===== src/rtl/timer_capture.sv =====
// timer_capture: bus-mapped input-capture unit. It measures the period or the
// pulse width of cap_i in clk cycles, latches the result and raises an IRQ.
//
// Ports:
//   clk, rst_n  : clock, synchronous active-low reset
//   data_i      : bus write data
//   addr_i      : bus address, only [3:0] decoded
//   we_i        : bus write strobe
//   cap_i       : asynchronous capture pin
//   data_o      : combinational read data for addr_i
//   int_sig_o   : interrupt (pending & int_en)
//
// Register map:
//   0x0 CTRL    [0] en [1] int_en [2] pending(W1C) [3] ovf(W1C)
//               [4] edge (1 = falling) [5] mode (1 = pulse width)
//   0x4 COUNT   running count, read-only
//   0x8 CAPTURE latched result, read-only
//   0xC TIMEOUT 0 disables the timeout
module timer_capture #(
    parameter int CPU_WIDTH   = 32,
    parameter int SYNC_STAGES = 2
) (
    input  logic                 clk,
    input  logic                 rst_n,
    input  logic [CPU_WIDTH-1:0] data_i,
    input  logic [31:0]          addr_i,
    input  logic                 we_i,
    input  logic                 cap_i,
    output logic [CPU_WIDTH-1:0] data_o,
    output logic                 int_sig_o
);

    typedef enum logic [1:0] {
        ST_IDLE    = 2'd0,
        ST_ARM     = 2'd1,
        ST_MEASURE = 2'd2
    } state_e;

    localparam logic [CPU_WIDTH-1:0] ONE = CPU_WIDTH'(1);

    state_e state_q, state_d;

    logic en_q, en_d;
    logic int_en_q, int_en_d;
    logic pend_q, pend_d;
    logic ovf_q, ovf_d;
    logic edge_q, edge_d;
    logic mode_q, mode_d;

    // Copies of edge/mode taken when the FSM arms.
    logic edge_l_q, edge_l_d;
    logic mode_l_q, mode_l_d;

    logic [CPU_WIDTH-1:0] count_q, count_d;
    logic [CPU_WIDTH-1:0] capture_q, capture_d;
    logic [CPU_WIDTH-1:0] timeout_q, timeout_d;

    logic [SYNC_STAGES-1:0] sync_q;
    logic                   hist_q;

    logic sync_s;
    logic rise, fall;
    logic start_ev, stop_ev;
    logic wr_ctrl, wr_to;
    logic abort_req;
    logic tmo_hit;
    logic done, tmo;
    logic [CPU_WIDTH-1:0] count_inc;
    logic [CPU_WIDTH-1:0] ctrl_rd;
    logic addr_unused;

    assign addr_unused = ^addr_i[31:4];

    // ---------------------------------------------------------------
    // Pin conditioning: synchronizer chain followed by a history flop
    // ---------------------------------------------------------------
    always_ff @(posedge clk) begin
        if (!rst_n) begin
            sync_q <= '0;
            hist_q <= 1'b0;
        end else begin
            sync_q <= {sync_q[SYNC_STAGES-2:0], cap_i};
            hist_q <= sync_q[SYNC_STAGES-1];
        end
    end

    assign sync_s = sync_q[SYNC_STAGES-1];
    assign rise   = sync_s & ~hist_q;
    assign fall   = ~sync_s & hist_q;

    assign start_ev = edge_l_q ? fall : rise;
    // Period mode stops on the start edge, width mode on the opposite one,
    // so the stop edge is falling exactly when edge and mode differ.
    assign stop_ev  = (edge_l_q ^ mode_l_q) ? fall : rise;

    // ---------------------------------------------------------------
    // Bus decode
    // ---------------------------------------------------------------
    assign wr_ctrl = we_i && (addr_i[3:0] == 4'h0);
    assign wr_to   = we_i && (addr_i[3:0] == 4'hC);

    // Software disable: explicit en=0 write, or en already low.
    assign abort_req = (wr_ctrl && !data_i[0]) || !en_q;

    assign count_inc = count_q + ONE;
    assign tmo_hit   = (timeout_q != '0) && (count_inc >= timeout_q);

    // ---------------------------------------------------------------
    // FSM next state
    // ---------------------------------------------------------------
    always_comb begin
        state_d  = state_q;
        edge_l_d = edge_l_q;
        mode_l_d = mode_l_q;
        done     = 1'b0;
        tmo      = 1'b0;
        case (state_q)
            ST_IDLE: begin
                if (en_q) begin
                    state_d  = ST_ARM;
                    edge_l_d = edge_q;
                    mode_l_d = mode_q;
                end
            end
            ST_ARM: begin
                if (abort_req) begin
                    state_d = ST_IDLE;
                end else if (start_ev) begin
                    state_d = ST_MEASURE;
                end
            end
            ST_MEASURE: begin
                // A stop edge beats a timeout in the same cycle.
                if (stop_ev) begin
                    done    = 1'b1;
                    state_d = ST_IDLE;
                end else if (tmo_hit) begin
                    tmo     = 1'b1;
                    state_d = ST_IDLE;
                end else if (abort_req) begin
                    state_d = ST_IDLE;
                end
            end
            default: begin
                state_d = ST_IDLE;
            end
        endcase
    end

    // ---------------------------------------------------------------
    // Register next state
    // ---------------------------------------------------------------
    always_comb begin
        en_d      = en_q;
        int_en_d  = int_en_q;
        pend_d    = pend_q;
        ovf_d     = ovf_q;
        edge_d    = edge_q;
        mode_d    = mode_q;
        capture_d = capture_q;
        timeout_d = timeout_q;
        count_d   = '0;

        if (wr_ctrl) begin
            en_d     = data_i[0];
            int_en_d = data_i[1];
            edge_d   = data_i[4];
            mode_d   = data_i[5];
            if (data_i[2]) begin
                pend_d = 1'b0;
            end
            if (data_i[3]) begin
                ovf_d = 1'b0;
            end
        end

        // Hardware set wins over a same-cycle W1C; a written en wins
        // over the self-disable.
        if (done || tmo) begin
            pend_d = 1'b1;
            if (!wr_ctrl) begin
                en_d = 1'b0;
            end
        end

        if (done) begin
            capture_d = count_inc;
        end

        if (tmo) begin
            capture_d = '1;
            ovf_d     = 1'b1;
        end

        if (wr_to) begin
            timeout_d = data_i;
        end

        if (state_q == ST_MEASURE && state_d == ST_MEASURE) begin
            count_d = count_inc;
        end
    end

    always_ff @(posedge clk) begin
        if (!rst_n) begin
            state_q   <= ST_IDLE;
            en_q      <= 1'b0;
            int_en_q  <= 1'b0;
            pend_q    <= 1'b0;
            ovf_q     <= 1'b0;
            edge_q    <= 1'b0;
            mode_q    <= 1'b0;
            edge_l_q  <= 1'b0;
            mode_l_q  <= 1'b0;
            count_q   <= '0;
            capture_q <= '0;
            timeout_q <= '0;
        end else begin
            state_q   <= state_d;
            en_q      <= en_d;
            int_en_q  <= int_en_d;
            pend_q    <= pend_d;
            ovf_q     <= ovf_d;
            edge_q    <= edge_d;
            mode_q    <= mode_d;
            edge_l_q  <= edge_l_d;
            mode_l_q  <= mode_l_d;
            count_q   <= count_d;
            capture_q <= capture_d;
            timeout_q <= timeout_d;
        end
    end

    // ---------------------------------------------------------------
    // Read path and interrupt
    // ---------------------------------------------------------------
    assign ctrl_rd = {{(CPU_WIDTH-6){1'b0}},
                      mode_q, edge_q, ovf_q, pend_q, int_en_q, en_q};

    always_comb begin
        data_o = '0;
        if (rst_n) begin
            case (addr_i[3:0])
                4'h0:    data_o = ctrl_rd;
                4'h4:    data_o = count_q;
                4'h8:    data_o = capture_q;
                4'hC:    data_o = timeout_q;
                default: data_o = '0;
            endcase
        end
    end

    assign int_sig_o = pend_q & int_en_q;

endmodule


===== config.mk =====
export PLATFORM = sky130hd
export DESIGN_NAME = timer_capture
export DESIGN_NICKNAME = d
export VERILOG_FILES = /design/src/rtl/timer_capture.sv
export SDC_FILE = /design/constraint.sdc
export NUM_CORES = 1
export LEC_CHECK = 0
export ABC_AREA = 1
export CAP_MARGIN = 20
export CORE_MARGIN = 10
export CORE_UTILIZATION = 50
export CTS_CLUSTER_SIZE = 12
export DETAILED_ROUTE_END_ITERATION = 8
export GPL_TIMING_DRIVEN = 0
export PLACE_DENSITY = 0.81
export SKIP_LAST_GASP = 1
export SLEW_MARGIN = 20
export SYNTH_ARGS = -nofsm -noshare
export SYNTH_HDL_FRONTEND = slang
export SYNTH_SLANG_ARGS = --single-unit

===== constraint.sdc =====
create_clock -name clk -period 3.79 [get_ports clk]
set_input_delay 0.758 -clock clk [delete_from_list [all_inputs] [get_ports clk]]
set_output_delay 0.758 -clock clk [all_outputs]
set_load 0.005 [all_outputs]

==> results of run 1 <==
## flip-flops by register name, summed over array words and instances (netlist names)
register   cells
capture_q     32
count_q       32
edge_l_q       1
edge_q         1
en_q           1
hist_q         1
int_en_q       1
mode_l_q       1
mode_q         1
ovf_q          1
pend_q         1
state_q        2
sync_q         2
timeout_q     32
## power by group through the flow
stage	clock [uW]	combinational, uW	sequential, uW
global route	1010	194	1160
global placement	0	167	1190
finish	964	177	1160
detailed placement	0	170	1190
CTS	968	172	1160
floorplan	0	84.8	1190
## routing by layer
| metal | up-vias | GRT usage | routed length (um) |
|---|---|---|---|
| met5 | - | 0 | 0 |
| met3 | 33 | 0.0413 | 1350 |
| met2 | 221 | 0.349 | 8840 |
| li1 | 3209 | - | - |
| met4 | 0 | 0.101 | 508 |
| met1 | 2904 | 0.261 | 8270 |
## cells by family (layout without fill, tap and decap cells)
group           after synthesis  count (layout)
compound gates              155             155
xor+xnor                     26              26
fa+ha+maj                    33              33
buf+inv                     230             317
flops                       109             109
simple gates                405             405
## per-stage QoR
step,util,instances,area (um^2)
after detailed placement,0.582,1202,7320
after global placement,0.582,1202,7320
after CTS,0.606,1215,7620
after floorplan,-,958,6380
after global routing,0.612,1217,7690
final,0.612,1217,7690
## worst min-delay path: cells and delay by family, from the launching register on
family                 cells  cell delay, ns
buffers and inverters      1            0.04
flip-flops                 1            0.31
AND/OR/NAND/NOR            1            0.06
## layout by cell type, fill, tap and decap left out, drive strengths merged, types with 12 or more instances in the layout
master,n
inv,188
nand2,181
nor2,128
dfxtp,109
clkdlybuf4s50,72
a21oi,65
nand3,59
o21ai,49
ha,33
clkbuf,33
xor2,24
o221ai,17
buf,17
o22ai,15
nor3,13
nand4,12
## cell type report
type,instances,area (um^2),share of cell area
repair buffers,74,736,0.0957
clock inverters,2,35.0,0.00456
inverters,193,729,0.0948
well taps,172,215,0.0280
flip-flops and latches,109,2180,0.284
plain buffers,37,208,0.0270
multi-input cells,619,3330,0.433
clock buffers,11,253,0.0329
## repair_timing
action | in CTS | in global routing
setup endpoints to repair | 81 | 89
gates cloned | 0 | 0
endpoints found under the hold margin | 0 | 0
pin swaps | 0 | 1
buffers inserted | 0 | 2
resized for setup | 7 | 19
## worst max-delay path by stage
| stage | depth (start not counted) | start | slack (ns) | endpoint |
|---|---|---|---|---|
| final | 11 | addr_i[1] | 0.15 | data_o[7] |
| after global routing | 10 | addr_i[1] | -0.004 | data_o[8] |
| after CTS | 6 | rst_n | 0.01 | data_o[30] |
| after detailed placement | 10 | addr_i[1] | -0.30 | data_o[31] |
| after global placement | 10 | addr_i[1] | -0.30 | data_o[31] |
| after floorplan | 21 | count_q[0]$_SDFF_PN0_ | 0.95 | capture_q[27]$_SDFFE_PN0P_ |
==> metrics.md, run 1 <==
| Metric | Value |
|---|---|
| Outcome | `complete, no violations` |
| Slew at the pin with the worst max-slew slack | `0.622 ns` |
| Compound-cell area share of the yosys netlist | `0.139` |
| Crit share post-route | `0.961` |
| Synth Area in Simple Gates | `0.275` |
| CP Data Arrival Time | `2.88 ns` |
| Fin. Hold Viols | `0` |
| Critical path class | `in2out` |
| Vias | `6367` |
| Clock share of power | `0.419` |
| Clock buffer count from CTS | `9` |
| Post-synthesis adder-cell area fraction | `0.0647` |
| Port bufs | `72` |
| Die area | `17700 um^2` |
| IO Pins | `101` |
| Final TNS setup | `0 ns` |
| CTS tree | `yes` |
| Std cell rows | `41` |
| H-tree depth | `3` |
| Core box area | `12600 um^2` |
| Clock Skew | `0.00584 ns` |
| Worst hold margin | `0.430 ns` |
| Clock Sinks | `109` |
| Pin count of the biggest net entering global routing | `16` |
| Xor/xnor share of the synthesized area | `0.0357` |
| Combinational share of power | `0.077` |
| Worst hold path class | `reg2reg` |
| Crit-path slowest cell | `clkdlybuf4s50_1` |
| Max Cap Violations | `0` |
| Synth top area share | `0.342` |
| Setup violations, final | `0` |
| Hold_buf cts | `0` |
| Die height | `133 um` |
| Clock root cell | `clkbuf_16` |
| Post-synth top cells | `181 x inv_1, 177 x nand2_1, 122 x nor2_1` |
| CTS Buffer Depth | `2` |
| Pins Over Slew Limit | `0` |
| Reg clk slew, reported paths | `0.07 ns` |
| GRT overflow | `0` |
| Post-synthesis mux area share | `0` |
| Final nets | `1144` |
| Fmax | `275 MHz` |
| Switching share of total power | `0.234` |
| Required @ worst endpoint | `3.03 ns` |
| Internal power | `1760 uW` |
| Sw Pwr | `539 uW` |
| Via density | `5.23` |
| Critical path's top delay family | `buffers and inverters` |
| Area growth from synthesis to layout | `20.5%` |
| Post-route minimum period | `3.64 ns` |
| Syn Area/Cell | `6.66 um^2` |
| Total Routed Length | `19000 um` |
| Worst flop-to-flop path endpoint | `capture_q[27]$_SDFFE_PN0P_` |
| Post-synthesis register bit count | `109` |
| Initial Utilization | `0.508` |
| Number of flops mapped to enable cells by yosys | `0` |
| P_leak | `0.00365 uW` |
| Synth area leaders | `dfxtp_1 34%, inv_1 11%, nand2_1 10%` |
| Max VDD drop | `0.000200 V` |
| ANT nets after route | `0` |
| 1st-iter DRT viols | `512` |
| CP Capture Type | `output pin` |
| Gpl congestion | `0.965` |
| DR DRC count | `0` |
| Reg2reg setup slack | `0.29 ns` |
| Initial antenna violation count | `0` |
| DP Wirelength | `14900 um` |
| Asr flop ratio synth | `0` |
| Synthesis Warnings | `0` |
| First-pass GRT wire length | `30600 um` |
| Fillers | `1221` |
| Netlist cell types | `35` |
| Reg-to-reg startpoint | `count_q[0]$_SDFF_PN0_` |
| Worst min-delay path endpoint | `sync_q[1]$_SDFF_PN0_` |
| Wirelength per Cell | `15.6 um` |
| Diodes inserted | `0` |
| Dominant synthesized flop cell | `dfxtp_1` |
| Largest family of logic cells by synthesized area | `simple AND/OR/NAND/NOR gates` |
| Critical Path, Cell by Cell | `clkdlybuf4s50_1 > nor2_1 > inv_1 > nor3_4 > buf_4 > clkbuf_4 > nand2_1 > o221ai_1 > nand2_1 > inv_1 > clkdlybuf4s50_1` |
| Mapped Nets | `1059` |
| Mapped Cells | `958` |
| Post-Syn Area | `6380 um^2` |
| Initial DRT Pass Iterations | `5` |
| Total GRT Usage | `0.213` |
| Hold Crit Start | `sync_q[0]$_SDFF_PN0_` |
| Worst reg2reg path depth | `20` |
| Slew Limit Headroom | `0.586` |
| Final setup margin | `0.149 ns` |
| Pwr Density | `299 nW/um^2` |
| Hold path depth | `2` |
| Skew-Pair Late Insertion Delay | `0.36 ns` |
| Top cell type by total area after synthesis | `dfxtp_1` |
| Sequential element share of the synthesized area | `0.342` |
| Buffers & Inverters on Critical Path | `6` |
| Most common cell in the netlist | `inv_1` |
| CP max FO | `10` |
| Dpl ws | `-0.296 ns` |
| Die width | `133 um` |
| Worst path max stage delay | `0.49 ns` |
| Share of post-route cells with drive strength above 1 | `0.0689` |
| Total Power | `2300 uW` |
| Startpoint types | `input pin` |
| Vias in the first global route | `6192` |
| Sequential power share | `0.504` |
(Power assumes the default switching activity.)
==> run 2: changes to the inputs <==
--- a/config.mk
+++ b/config.mk
@@ -8,4 +8,5 @@
 export ABC_AREA = 1
 export CAP_MARGIN = 20
+export CORE_ASPECT_RATIO = 1.75
 export CORE_MARGIN = 10
 export CORE_UTILIZATION = 50
==> constraint.sdc (replaced) <==
create_clock -name clk -period 3.79 [get_ports clk]
set_input_delay 0.758 -clock clk [delete_from_list [all_inputs] [get_ports clk]]
set_output_delay 0.758 -clock clk [all_outputs]
set_load 0.05 [all_outputs]
==> run 2 against run 1 <==
Setup slack better by 0.040 ns. Sequential share of layout area grew 0.64 points. Via count up 1.8%. Critical path type unchanged. Critical endpoint is now data_o[31]. Largest cell class unchanged. Largest power group unchanged.
==> metrics.md, run 2 (same netlist as run 1, synthesis figures left out) <==
| Metric | Value |
|---|---|
| Die width | `105 um (-21%)` |
| DP Wirelength | `15100 um (+1.8%)` |
| Outcome | `complete, no violations` |
| Post-route minimum period | `3.60 ns (-0.0404 ns)` |
| Vias | `6482 (+1.8%)` |
| Skew-Pair Late Insertion Delay | `0.35 ns (about the same)` |
| Clock root cell | `clkbuf_16` |
| DR DRC count | `0 (unchanged)` |
| Pin count of the biggest net entering global routing | `18 (+2)` |
| Total GRT Usage | `0.213 (+0.000213)` |
| Startpoint types | `input pin` |
| H-tree depth | `3 (unchanged)` |
| Std cell rows | `54 (+32%)` |
| Commonest non-fill, non-tap cell in the layout | `inv_1` |
| Setup violations, final | `0 (unchanged)` |
| Via density | `5.34 (+2.1%)` |
| Critical path class | `in2out` |
| Die area | `17900 um^2 (+1.0%)` |
| Hold Crit Start | `sync_q[0]$_SDFF_PN0_` |
| Required @ worst endpoint | `3.03 ns (about the same)` |
| Vias in the first global route | `6386 (+3.1%)` |
| Dpl ws | `-0.624 ns (-0.328 ns)` |
| First-pass GRT wire length | `30800 um (+0.65%)` |
| Reg2reg setup slack | `0.22 ns (-0.07 ns)` |
| Hold_buf cts | `0 (unchanged)` |
| GRT overflow | `0 (unchanged)` |
| Slew Limit Headroom | `0.552 (-0.0341)` |
| Fillers | `1158 (-5.2%)` |
| Final nets | `1142 (-0.17%)` |
| Reg clk slew, reported paths | `0.07 ns (about the same)` |
| Commonest non-fill, non-tap cells in the layout | `181 x inv_1, 177 x nand2_1, 121 x nor2_1` |
| Die height | `169 um (+27%)` |
| Final setup margin | `0.189 ns (+0.0404 ns)` |
| Total Routed Length | `19400 um (+2.1%)` |
| ANT nets after route | `0 (unchanged)` |
| Share of post-route cells with drive strength above 1 | `0.0946 (+0.0257)` |
| Worst hold margin | `0.421 ns (-0.00932 ns)` |
| Wirelength per Cell | `16.0 um (+2.4%)` |
| Reg-to-reg startpoint | `count_q[0]$_SDFF_PN0_` |
| CTS tree | `yes` |
| Final TNS setup | `0 ns (unchanged)` |
| Fin. Hold Viols | `0 (unchanged)` |
| Initial DRT Pass Iterations | `5 (unchanged)` |
| Diodes inserted | `0 (unchanged)` |
| Port bufs | `72 (unchanged)` |
| CP max FO | `10 (unchanged)` |
| Area growth from synthesis to layout | `17.9%` |
| Gpl congestion | `0.961 (-0.38%)` |
| Top flop regs | `capture_q: 32 flops, count_q: 32 flops, timeout_q: 32 flops` |
| Post-CTS resize count | `40 (+33)` |
| CP Launch Point | `addr_i[1]` |
| Post-CTS Setup Inserts | `0 (unchanged)` |
| CTS Buffer Depth | `2 (unchanged)` |
| Slew at the pin with the worst max-slew slack | `0.673 ns (+0.0511 ns)` |
| Clock Skew | `0.00625 ns (+0.000414 ns)` |
| Clock buffer count from CTS | `9 (unchanged)` |
| 1st-iter DRT viols | `435 (-15%)` |
| Initial antenna violation count | `0 (unchanged)` |
| Fmax | `278 MHz (+1.1%)` |
| Initial Utilization | `0.511 (+0.00280)` |
| Max Cap Violations | `0 (unchanged)` |
| Worst hold path class | `reg2reg` |
| Clock Sinks | `109 (unchanged)` |
| IO Pins | `101 (unchanged)` |
| CP Data Arrival Time | `2.84 ns (-0.04 ns)` |
| Core box area | `12500 um^2 (-0.55%)` |
| Pwr Density | `309 nW/um^2 (+3.3%)` |
| P_leak | `0.00371 uW (+1.5%)` |
| Crit share post-route | `0.950 (-0.0107)` |
| Max VDD drop | `0.000239 V (+19%)` |
| CP Capture Type | `output pin` |
| RSZ-0062 raised after global routing | `no` |
| Pins Over Slew Limit | `0 (unchanged)` |
[run 2: changes by cell type in the layout (fill, tap and decap cells not counted), moves of 2 or more]
cell / before / now
clkbuf_4: 3 / 0
clkbuf_2: 6 / 32
clkbuf_1: 12 / 14
clkdlybuf4s50_1: 72 / 40
dlygate4sd2_1: 0 / 2
[run 2: worst max-delay path: stages]
cell,delay (ns)
clkdlybuf4s50_1,0.39
nor2_1,0.21
inv_1,0.11
nor3_4,0.34
clkbuf_2,0.40
nand2_1,0.09
o221ai_1,0.09
nand2_1,0.11
inv_1,0.07
clkbuf_2,0.27
[run 2: path summary, 6_finish.rpt]
path,endpoint,cells after the start
worst min-delay path,sync_q[1]$_SDFF_PN0_,2
worst max-delay path,data_o[31],10
worst max register to register,capture_q[28]$_SDFFE_PN0P_,20
worst min register to register,sync_q[1]$_SDFF_PN0_,2
[run 2: layer usage]
layer	up-vias	global-route usage	part of all wire
li1	3217	-	-
met1	2938	0.214	0.37
met2	257	0.398	0.52
met3	70	0.0300	0.052
met4	0	0.136	0.058
met5	-	0	0
[run 2: per-stage QoR]
step | instance area (um^2) | cells | util | total power, uW
2_1_floorplan | 6380 | 958 | - | 1270
3_3_place_gp | 7310 | 1198 | 0.585 | 1350
3_5_place_dp | 7310 | 1198 | 0.585 | 1360
4_1_cts | 7600 | 1214 | 0.608 | 2320
5_1_grt | 7520 | 1214 | 0.602 | 2380
6_report | 7520 | 1214 | 0.602 | 2330
[run 2: cell type report]
class | count | area [um^2] | area share
multi-input cells | 619 | 3320 | 0.441
flip-flops and latches | 109 | 2180 | 0.290
inverters | 193 | 729 | 0.0969
repair buffers | 72 | 576 | 0.0765
clock buffers | 11 | 253 | 0.0336
well taps | 168 | 210 | 0.0279
plain buffers | 37 | 198 | 0.0263
clock inverters | 5 | 57.6 | 0.00765
[run 2: power by group]
group          total [uW]  switching, uW  internal [uW]  leakage (uW)
Combinational         175            105           69.2       0.00267
Clock                 992            441            551      0.000156
Sequential           1160           5.40           1150      0.000881
Total                2330            552           1770       0.00371
